--- src/rtl/cache_port_arbiter_if.sv ---
// Bundles the two requester ports and the downstream cache port of the arbiter.
// The arbiter connects through the slave modport; the environment drives through master.
interface cache_port_arbiter_if;
  logic        m0_MemRead;
  logic        m0_MemWrite;
  logic [31:0] m0_Address;
  logic [31:0] m0_Write_data;
  logic [3:0]  m0_Write_strb;
  logic        m0_Read_data_Ack;
  logic        m0_Mem_req_ack;
  logic [31:0] m0_Read_data;
  logic        m0_Read_data_valid;

  logic        m1_MemRead;
  logic [31:0] m1_Address;
  logic        m1_Read_data_Ack;
  logic        m1_Mem_req_ack;
  logic [31:0] m1_Read_data;
  logic        m1_Read_data_valid;

  logic        Mem_MemRead;
  logic        Mem_MemWrite;
  logic [31:0] Mem_Address;
  logic [31:0] Mem_Write_data;
  logic [3:0]  Mem_Write_strb;
  logic        Mem_Read_data_Ack;
  logic        Mem_req_ack;
  logic [31:0] Mem_Read_data;
  logic        Mem_Read_data_valid;

  modport slave (
    input  m0_MemRead, m0_MemWrite, m0_Address, m0_Write_data, m0_Write_strb, m0_Read_data_Ack,
    output m0_Mem_req_ack, m0_Read_data, m0_Read_data_valid,
    input  m1_MemRead, m1_Address, m1_Read_data_Ack,
    output m1_Mem_req_ack, m1_Read_data, m1_Read_data_valid,
    output Mem_MemRead, Mem_MemWrite, Mem_Address, Mem_Write_data, Mem_Write_strb, Mem_Read_data_Ack,
    input  Mem_req_ack, Mem_Read_data, Mem_Read_data_valid
  );

  modport master (
    output m0_MemRead, m0_MemWrite, m0_Address, m0_Write_data, m0_Write_strb, m0_Read_data_Ack,
    input  m0_Mem_req_ack, m0_Read_data, m0_Read_data_valid,
    output m1_MemRead, m1_Address, m1_Read_data_Ack,
    input  m1_Mem_req_ack, m1_Read_data, m1_Read_data_valid,
    input  Mem_MemRead, Mem_MemWrite, Mem_Address, Mem_Write_data, Mem_Write_strb, Mem_Read_data_Ack,
    output Mem_req_ack, Mem_Read_data, Mem_Read_data_valid
  );
endinterface

--- src/rtl/cache_port_arbiter.sv ---
// Shares the data-cache port between the MEM-stage sequencer (m0, fixed priority) and
// the fetch read path (m1); a starvation counter forces an m1 win after STARVE_LIMIT m0 grants.
module cache_port_arbiter #(
  parameter int unsigned STARVE_LIMIT = 4
) (
  input logic                  clk,
  input logic                  reset,
  cache_port_arbiter_if.slave  bus
);

  typedef enum logic [2:0] {
    IDLE,
    G0_REQ,
    G0_RESP,
    G1_REQ,
    G1_RESP
  } state_e;

  localparam logic [3:0] LIMIT = 4'(STARVE_LIMIT);

  state_e     state_q, state_d;
  logic [3:0] starve_q, starve_d;
  logic       write_q, write_d;
  logic       m0Req, m1Req;

  assign m0Req = bus.m0_MemRead | bus.m0_MemWrite;
  assign m1Req = bus.m1_MemRead;

  always_ff @(posedge clk) begin
    if (reset) begin
      state_q  <= IDLE;
      starve_q <= 4'd0;
      write_q  <= 1'b0;
    end else begin
      state_q  <= state_d;
      starve_q <= starve_d;
      write_q  <= write_d;
    end
  end

  always_comb begin
    state_d  = state_q;
    starve_d = starve_q;
    write_d  = write_q;

    bus.Mem_MemRead        = 1'b0;
    bus.Mem_MemWrite       = 1'b0;
    bus.Mem_Address        = 32'd0;
    bus.Mem_Write_data     = 32'd0;
    bus.Mem_Write_strb     = 4'd0;
    bus.Mem_Read_data_Ack  = 1'b0;
    bus.m0_Mem_req_ack     = 1'b0;
    bus.m0_Read_data_valid = 1'b0;
    bus.m1_Mem_req_ack     = 1'b0;
    bus.m1_Read_data_valid = 1'b0;
    bus.m0_Read_data       = bus.Mem_Read_data;
    bus.m1_Read_data       = bus.Mem_Read_data;

    unique case (state_q)
      IDLE: begin
        if (m0Req && (!m1Req || starve_q != LIMIT)) begin
          state_d  = G0_REQ;
          write_d  = bus.m0_MemWrite;
          starve_d = !m1Req ? 4'd0 : ((starve_q < LIMIT) ? starve_q + 4'd1 : LIMIT);
        end else if (m1Req) begin
          state_d  = G1_REQ;
          write_d  = 1'b0;
          starve_d = 4'd0;
        end
      end
      // Request lines are masked by the op latched at grant, so a read+write collapses to a write.
      G0_REQ: begin
        bus.Mem_MemRead    = bus.m0_MemRead & ~write_q;
        bus.Mem_MemWrite   = bus.m0_MemWrite & write_q;
        bus.Mem_Address    = bus.m0_Address;
        bus.Mem_Write_data = bus.m0_Write_data;
        bus.Mem_Write_strb = bus.m0_Write_strb;
        bus.m0_Mem_req_ack = bus.Mem_req_ack;
        if (bus.Mem_req_ack) state_d = write_q ? IDLE : G0_RESP;
      end
      G0_RESP: begin
        bus.m0_Read_data_valid = bus.Mem_Read_data_valid;
        bus.Mem_Read_data_Ack  = bus.m0_Read_data_Ack;
        if (bus.Mem_Read_data_valid && bus.m0_Read_data_Ack) state_d = IDLE;
      end
      G1_REQ: begin
        bus.Mem_MemRead    = bus.m1_MemRead;
        bus.Mem_Address    = bus.m1_Address;
        bus.m1_Mem_req_ack = bus.Mem_req_ack;
        if (bus.Mem_req_ack) state_d = G1_RESP;
      end
      G1_RESP: begin
        bus.m1_Read_data_valid = bus.Mem_Read_data_valid;
        bus.Mem_Read_data_Ack  = bus.m1_Read_data_Ack;
        if (bus.Mem_Read_data_valid && bus.m1_Read_data_Ack) state_d = IDLE;
      end
      default: state_d = IDLE;
    endcase
  end

endmodule

--- src/flat_wrapper.sv ---
// flat-port wrapper written by rule: the top's interface ports become plain ports
module cache_port_arbiter_flat 
#(
  parameter int unsigned STARVE_LIMIT = 4
)
  (clk, reset, bus_m0_MemRead, bus_m0_MemWrite, bus_m0_Address, bus_m0_Write_data, bus_m0_Write_strb, bus_m0_Read_data_Ack, bus_m0_Mem_req_ack, bus_m0_Read_data, bus_m0_Read_data_valid, bus_m1_MemRead, bus_m1_Address, bus_m1_Read_data_Ack, bus_m1_Mem_req_ack, bus_m1_Read_data, bus_m1_Read_data_valid, bus_Mem_MemRead, bus_Mem_MemWrite, bus_Mem_Address, bus_Mem_Write_data, bus_Mem_Write_strb, bus_Mem_Read_data_Ack, bus_Mem_req_ack, bus_Mem_Read_data, bus_Mem_Read_data_valid);
  cache_port_arbiter_if bus_i ();
  input logic clk;
  input logic reset;
  input wire logic [$bits(bus_i.m0_MemRead)-1:0] bus_m0_MemRead;
  input wire logic [$bits(bus_i.m0_MemWrite)-1:0] bus_m0_MemWrite;
  input wire logic [$bits(bus_i.m0_Address)-1:0] bus_m0_Address;
  input wire logic [$bits(bus_i.m0_Write_data)-1:0] bus_m0_Write_data;
  input wire logic [$bits(bus_i.m0_Write_strb)-1:0] bus_m0_Write_strb;
  input wire logic [$bits(bus_i.m0_Read_data_Ack)-1:0] bus_m0_Read_data_Ack;
  output wire logic [$bits(bus_i.m0_Mem_req_ack)-1:0] bus_m0_Mem_req_ack;
  output wire logic [$bits(bus_i.m0_Read_data)-1:0] bus_m0_Read_data;
  output wire logic [$bits(bus_i.m0_Read_data_valid)-1:0] bus_m0_Read_data_valid;
  input wire logic [$bits(bus_i.m1_MemRead)-1:0] bus_m1_MemRead;
  input wire logic [$bits(bus_i.m1_Address)-1:0] bus_m1_Address;
  input wire logic [$bits(bus_i.m1_Read_data_Ack)-1:0] bus_m1_Read_data_Ack;
  output wire logic [$bits(bus_i.m1_Mem_req_ack)-1:0] bus_m1_Mem_req_ack;
  output wire logic [$bits(bus_i.m1_Read_data)-1:0] bus_m1_Read_data;
  output wire logic [$bits(bus_i.m1_Read_data_valid)-1:0] bus_m1_Read_data_valid;
  output wire logic [$bits(bus_i.Mem_MemRead)-1:0] bus_Mem_MemRead;
  output wire logic [$bits(bus_i.Mem_MemWrite)-1:0] bus_Mem_MemWrite;
  output wire logic [$bits(bus_i.Mem_Address)-1:0] bus_Mem_Address;
  output wire logic [$bits(bus_i.Mem_Write_data)-1:0] bus_Mem_Write_data;
  output wire logic [$bits(bus_i.Mem_Write_strb)-1:0] bus_Mem_Write_strb;
  output wire logic [$bits(bus_i.Mem_Read_data_Ack)-1:0] bus_Mem_Read_data_Ack;
  input wire logic [$bits(bus_i.Mem_req_ack)-1:0] bus_Mem_req_ack;
  input wire logic [$bits(bus_i.Mem_Read_data)-1:0] bus_Mem_Read_data;
  input wire logic [$bits(bus_i.Mem_Read_data_valid)-1:0] bus_Mem_Read_data_valid;
  assign bus_i.m0_MemRead = bus_m0_MemRead;
  assign bus_i.m0_MemWrite = bus_m0_MemWrite;
  assign bus_i.m0_Address = bus_m0_Address;
  assign bus_i.m0_Write_data = bus_m0_Write_data;
  assign bus_i.m0_Write_strb = bus_m0_Write_strb;
  assign bus_i.m0_Read_data_Ack = bus_m0_Read_data_Ack;
  assign bus_m0_Mem_req_ack = bus_i.m0_Mem_req_ack;
  assign bus_m0_Read_data = bus_i.m0_Read_data;
  assign bus_m0_Read_data_valid = bus_i.m0_Read_data_valid;
  assign bus_i.m1_MemRead = bus_m1_MemRead;
  assign bus_i.m1_Address = bus_m1_Address;
  assign bus_i.m1_Read_data_Ack = bus_m1_Read_data_Ack;
  assign bus_m1_Mem_req_ack = bus_i.m1_Mem_req_ack;
  assign bus_m1_Read_data = bus_i.m1_Read_data;
  assign bus_m1_Read_data_valid = bus_i.m1_Read_data_valid;
  assign bus_Mem_MemRead = bus_i.Mem_MemRead;
  assign bus_Mem_MemWrite = bus_i.Mem_MemWrite;
  assign bus_Mem_Address = bus_i.Mem_Address;
  assign bus_Mem_Write_data = bus_i.Mem_Write_data;
  assign bus_Mem_Write_strb = bus_i.Mem_Write_strb;
  assign bus_Mem_Read_data_Ack = bus_i.Mem_Read_data_Ack;
  assign bus_i.Mem_req_ack = bus_Mem_req_ack;
  assign bus_i.Mem_Read_data = bus_Mem_Read_data;
  assign bus_i.Mem_Read_data_valid = bus_Mem_Read_data_valid;
  cache_port_arbiter #(.STARVE_LIMIT(STARVE_LIMIT)) u_core (.clk(clk), .reset(reset), .bus(bus_i));
endmodule
--- config.mk ---
export PLATFORM = sky130hd
export DESIGN_NAME = cache_port_arbiter_flat
export DESIGN_NICKNAME = d
export VERILOG_FILES = /design/src/rtl/cache_port_arbiter_if.sv /design/src/rtl/cache_port_arbiter.sv /design/src/flat_wrapper.sv
export SDC_FILE = /design/constraint.sdc
export NUM_CORES = 1
export LEC_CHECK = 0
export ABC_AREA = 1
export CAP_MARGIN = 20
export CORE_AREA = 2 2 110 112
export CTS_CLUSTER_SIZE = 20
export DETAILED_ROUTE_END_ITERATION = 8
export DIE_AREA = 0 0 112 114
export DONT_BUFFER_PORTS = 1
export PLACE_DENSITY = 0.3
export SLEW_MARGIN = 40
export SYNTH_ARGS = -nofsm -noshare
export SYNTH_HDL_FRONTEND = slang
export SYNTH_SLANG_ARGS = --single-unit
--- constraint.sdc ---
create_clock -name clk -period 1.6 [get_ports clk]
set_input_delay 0.24 -clock clk [delete_from_list [all_inputs] [get_ports clk]]
set_output_delay 0.24 -clock clk [all_outputs]
set_load 0.005 [all_outputs]
# == Word-level counts from Yosys, hierarchy flattened ==
# Index checks and enable logic that the tools add are counted.
# Widths: inputs -> output; s select.
# totals
register_bits,8
input_bits,141
output_inout_bits,139
wordCells,52
# op_classes
n_addsub,1
order_cmp,1
n_eq_ne,10
muxes,24
bitwise,4
n_reduce_logical,9
# op_table
cell,count
$pmux 32 s2,1
$mux 32,1
$mux 4,5
$mux 3,6
$pmux 3 s5,1
$mux 1,7
$eq 3x2->1 const B,2
$reduce_and 5->1,1
$add 4x1->4 const B,1
$lt 4x3->1 const B,1
$ne 2x1->1 const B,2
$ne 2x2->1 const B,2
$ne 4x3->1 const B,1
$pmux 1 s2,2
$eq 3x1->1 const B,1
$eq 3x3->1 const B,1
$logic_and 1x1->1,3
$logic_not 3->1,1
$ne 3x2->1 const B,1
$and 1x1->1,2
$mux 2,1
$reduce_and 2->1,1
$reduce_bool 2->1,1
$logic_not 1->1,1
other kinds (3),3

# == Logic depth before layout (Yosys ltp) ==
# Gate-level depths: netlist of run 1.
# logic_depth
ltp_word,5
depth_mapped,8
ltp_nobuf,8

# == Least setup slack after synthesis of run 1 ==
# Ideal clock, no wire load.
# synth_path
path_kind,flip-flop to output port
from,register u_core.state_q[0]
to,output bus_Mem_Write_data[14]
t_arrival_ns,1.054
required_time_ns,1.360
slack_ns,0.306
stages_incl_launch_ff,7
path_buffers,2
path_cell_list,dfxtp_1 -> nand2_2 -> nor2_4 -> inv_2 -> buf_2 -> buf_6 -> nor2_1
# synth_between
elab_chain_len,2
# synth_rtl
item,line,source
start: declaration,cache_port_arbiter.sv:21,"state_e state_q, state_d;"
start signal: assignment,cache_port_arbiter.sv:35,state_q <= state_d;
$eq 3x1->1,cache_port_arbiter.sv:59,unique case (state_q)
$mux 32,cache_port_arbiter.sv:59,
end: declaration,flat_wrapper.sv:28,output wire logic [$bits(bus_i.Mem_Write_data)-1:0] bus_Mem_Write_data;
# Every way passes these cells.

# == Final worst setup path of run 1 ==
# layout_path
from,register u_core.state_q[2]
to,output bus_Mem_Address[18]
# layout_between
elab_chain_len,2
word_cells_on_any_way,3
cone_classes,eq/ne (2); mux (1)
# layout_rtl
item,line,source
$eq 3x2->1 / $eq 3x1->1 (equally long branches),cache_port_arbiter.sv:59,
$pmux 32 s2 (*),cache_port_arbiter.sv:59,
end: declaration,flat_wrapper.sv:27,output wire logic [$bits(bus_i.Mem_Address)-1:0] bus_Mem_Address;
# Every way passes the cells marked *; elsewhere a longest branch is shown, timed or not.

==> impl_metrics.py, run 1 <==
metrics = {
    "detailed_routing": {
        "wl_um": 5260,
        "viasPerCell": 4.10,
        "drtPass1Iterations": 4,
        "initialDrtViolationCount": 102,
        "drc": 0,
        "ant_nets": 0,
        "num_vias": 1446,
        "wl_per_cell_um": 14.9,
    },
    "place": {
        "place_congestion": 0.729,
        "hpwlAfterDp_um": 3970,
        "pre_cts_slack_ns": 0.0852,
        "place_area_um2": 1330,
        "portBuffers": 0,
    },
    "clock_tree": {
        "clock_sinks": 8,
        "cts_tree": "done",
        "cts_buffers": 3,
        "htreeDepth": 1,
        "cts.path.max_buffers": 2,
        "clock_latency_ns": 0.24,
        "clk_pin_slew_ns": 0.04,
        "cts_root_buf": "clkbuf_16",
    },
    "floorplanning": {
        "rows": 40,
        "core_area_um2": 11700,
        "io_pins": 280,
        "die_w_um": 112,
        "die-area_um2": 12800,
        "initial_core_util_pct": 14.0,
        "die_h_um": 114,
    },
    "global_routing": {
        "grt_max_degree": 39,
        "antenna_found_initial": 0,
        "grt_pass1_wl_um": 6180,
        "grtUsageTotal_pct": 6.10,
        "overflow": 0,
        "first_global_vias": 1190,
    },
    "final_layout": {
        "layout-drive-gt1-share_pct": 13.6,
        "final_nets": 351,
        "design_area_um2": 1580,
        "final_util_pct": 13.5,
        "fill_cells": 1353,
        "insertedDiodeCount": 0,
        "area.growth.synth_to_final_pct": -4.03,
    },
    "worst_setup_path": {
        "ff2ff_path_depth": 8,
        "critical_path_arrival_ns": 1.31,
        "cp_max_fo": 8,
        "worstReg2RegStart": "u_core.starve_q[0]",
        "reg2reg_slack_ns": 0.33,
        "regToRegEndpoint": "u_core.starve_q[1]",
        "worst_ep_required_time_ns": 1.36,
        "critical_path_class": "register to primary output",
        "endpoint_kind": "primary output",
        "crit_path_start": "u_core.state_q[2]",
        "critPathLaunchType": "register",
    },
    "logic_synthesis": {
        "async_reset_ff_share_pct": 0,
        "synth_top_area_share_pct": 30.6,
        "yosysMostFrequentCell": "buf_4",
        "ys_warn_count": 0,
        "synth_cells": 265,
        "syn_nets": 408,
        "ys_top_cells_by_area": "buf_4 31%, a22o_1 17%, inv_1 13%, nor2_1 11%, dfxtp_1 9.7%",
        "synth_top_cell_by_area": "buf_4",
        "synth-seq-cells": 8,
        "synthTopCellsByCount": "67 x buf_4, 55 x inv_1, 47 x nor2_1, 32 x a22o_1, 18 x nand2_1",
        "synth.cell_area_um2": 1640,
        "syn_area_per_cell_um2": 6.20,
        "ys_seq_area_share_pct": 9.74,
        "ys_types": 22,
        "synth_enable_flop_cells": 0,
        "synth_flop_cell": "dfxtp_1",
    },
    "power": {
        "power_leakage_nw": 0.788,
        "ir_worst_vdd_mv": 0.612,
        "p_per_area_nw_per_um2": 1020,
    },
    "hold_path": {
        "min_path_type": "input port to register",
        "min-delay-start": "reset",
        "min_to": "u_core.state_q[0]",
        "holdPathStages": 1,
    },
    "sta": {
        "setup_slack_ns": 0.0474,
        "fin_crit_sh_pct": 97.0,
        "clock_skew_ns": 0.000684,
        "setup_viol": 0,
        "worstMarginPinSlew_ns": 0.275,
        "post-route-min-period_ns": 1.55,
        "hold_violations": 0,
        "fmaxAchievable_mhz": 644,
        "relSlewSlack_pct": 81.5,
        "setup_tns_ns": 0,
        "maxSlewViolCount": 0,
        "holdWs_ns": 0.0638,
    },
    "outcome": {
        "outcome": "finished clean",
    },
    "job": {
        "drv_cap": 0,
    },
}
## placed cells by master, fill, tap and decap left out, types with 5 or more instances in the layout
cell type   n
a21oi_1     5
a22o_1     30
buf_4       5
clkbuf_16   6
dfxtp_1     5
inv_1      55
nand2_1    18
nand3_1     8
nor2_1     47
## worst max-delay path, stage by stage (launching register included)
cell,delay (ns)
dfxtp_4,0.34
inv_2,0.08
nand2_4,0.07
nor2_4,0.12
buf_12,0.15
clkbuf_16,0.16
a22o_1,0.16
## registers in the layout, summed over array words and instances (netlist names)
signal and count:
u_core.starve_q 4, u_core.write_q 1, u_core.state_q 3
## stage by stage
step	cells	power, mW
floorplan	265	1.00
global placement	343	0.990
detailed placement	343	0.987
CTS	346	1.45
global route	353	1.72
finish	353	1.62
## routing by layer
metal | share of wire [%] | up-vias | GRT usage (%)
li1 | - | 641 | -
met1 | 38 | 636 | 7.29
met2 | 47 | 148 | 9.66
met3 | 13 | 21 | 2.39
met4 | 2.0 | 0 | 2.85
met5 | 0 | - | 0
## worst max-delay path by stage
| stage | end | slack, ns | depth (start not counted) |
|---|---|---|---|
| CTS | bus_Mem_Address[25] | 0.008 | 5 |
| floorplan | bus_Mem_Write_data[14] | 0.31 | 6 |
| detailed placement | bus_m0_Mem_req_ack | 0.09 | 5 |
| finish | bus_Mem_Address[18] | 0.05 | 6 |
| global route | bus_Mem_Address[4] | -0.01 | 6 |
| global placement | bus_m0_Mem_req_ack | 0.14 | 5 |
## layout make-up
class	count	area, µm²	area share [%]
clock buffer	3	75.1	4.76
inverter	57	219	13.9
multi-input combinational	126	747	47.3
sequential	8	169	10.7
tap	147	184	11.7
timing repair buffer	12	184	11.7
## what timing repair did
action	4_1_cts	5_1_grt
pin swaps	0	4
hold buffers	0	0
endpoints found under the setup margin	71	71
gates resized for setup	7	7
hold endpoints to repair	0	0
cloned	0	4
buffers inserted	0	3
## where the power goes
group          switching, mW  internal [mW]
registers             0.0360          0.232
clock network          0.107          0.323
logic                  0.519          0.399
total                  0.662          0.955
## cells by family (layout without fill, tap and decap cells)
family,after synthesis,in the layout,synth area share [%]
buffers and inverters,131,72,46.5
AO/OA/AOI/OAI,44,44,21.8
adder cells (fa/ha/maj),2,2,1.52
flip-flops,8,8,9.74
AND/OR/NAND/NOR,80,80,20.5
No activity file was read; power rests on OpenSTA's default activity.
==> run 2: changes to the inputs <==
Settings changed: GPL_ROUTABILITY_DRIVEN set to 0.
==> results of run 2 <==
No change in the layout: final DEF, timing and power equal those of run 1.
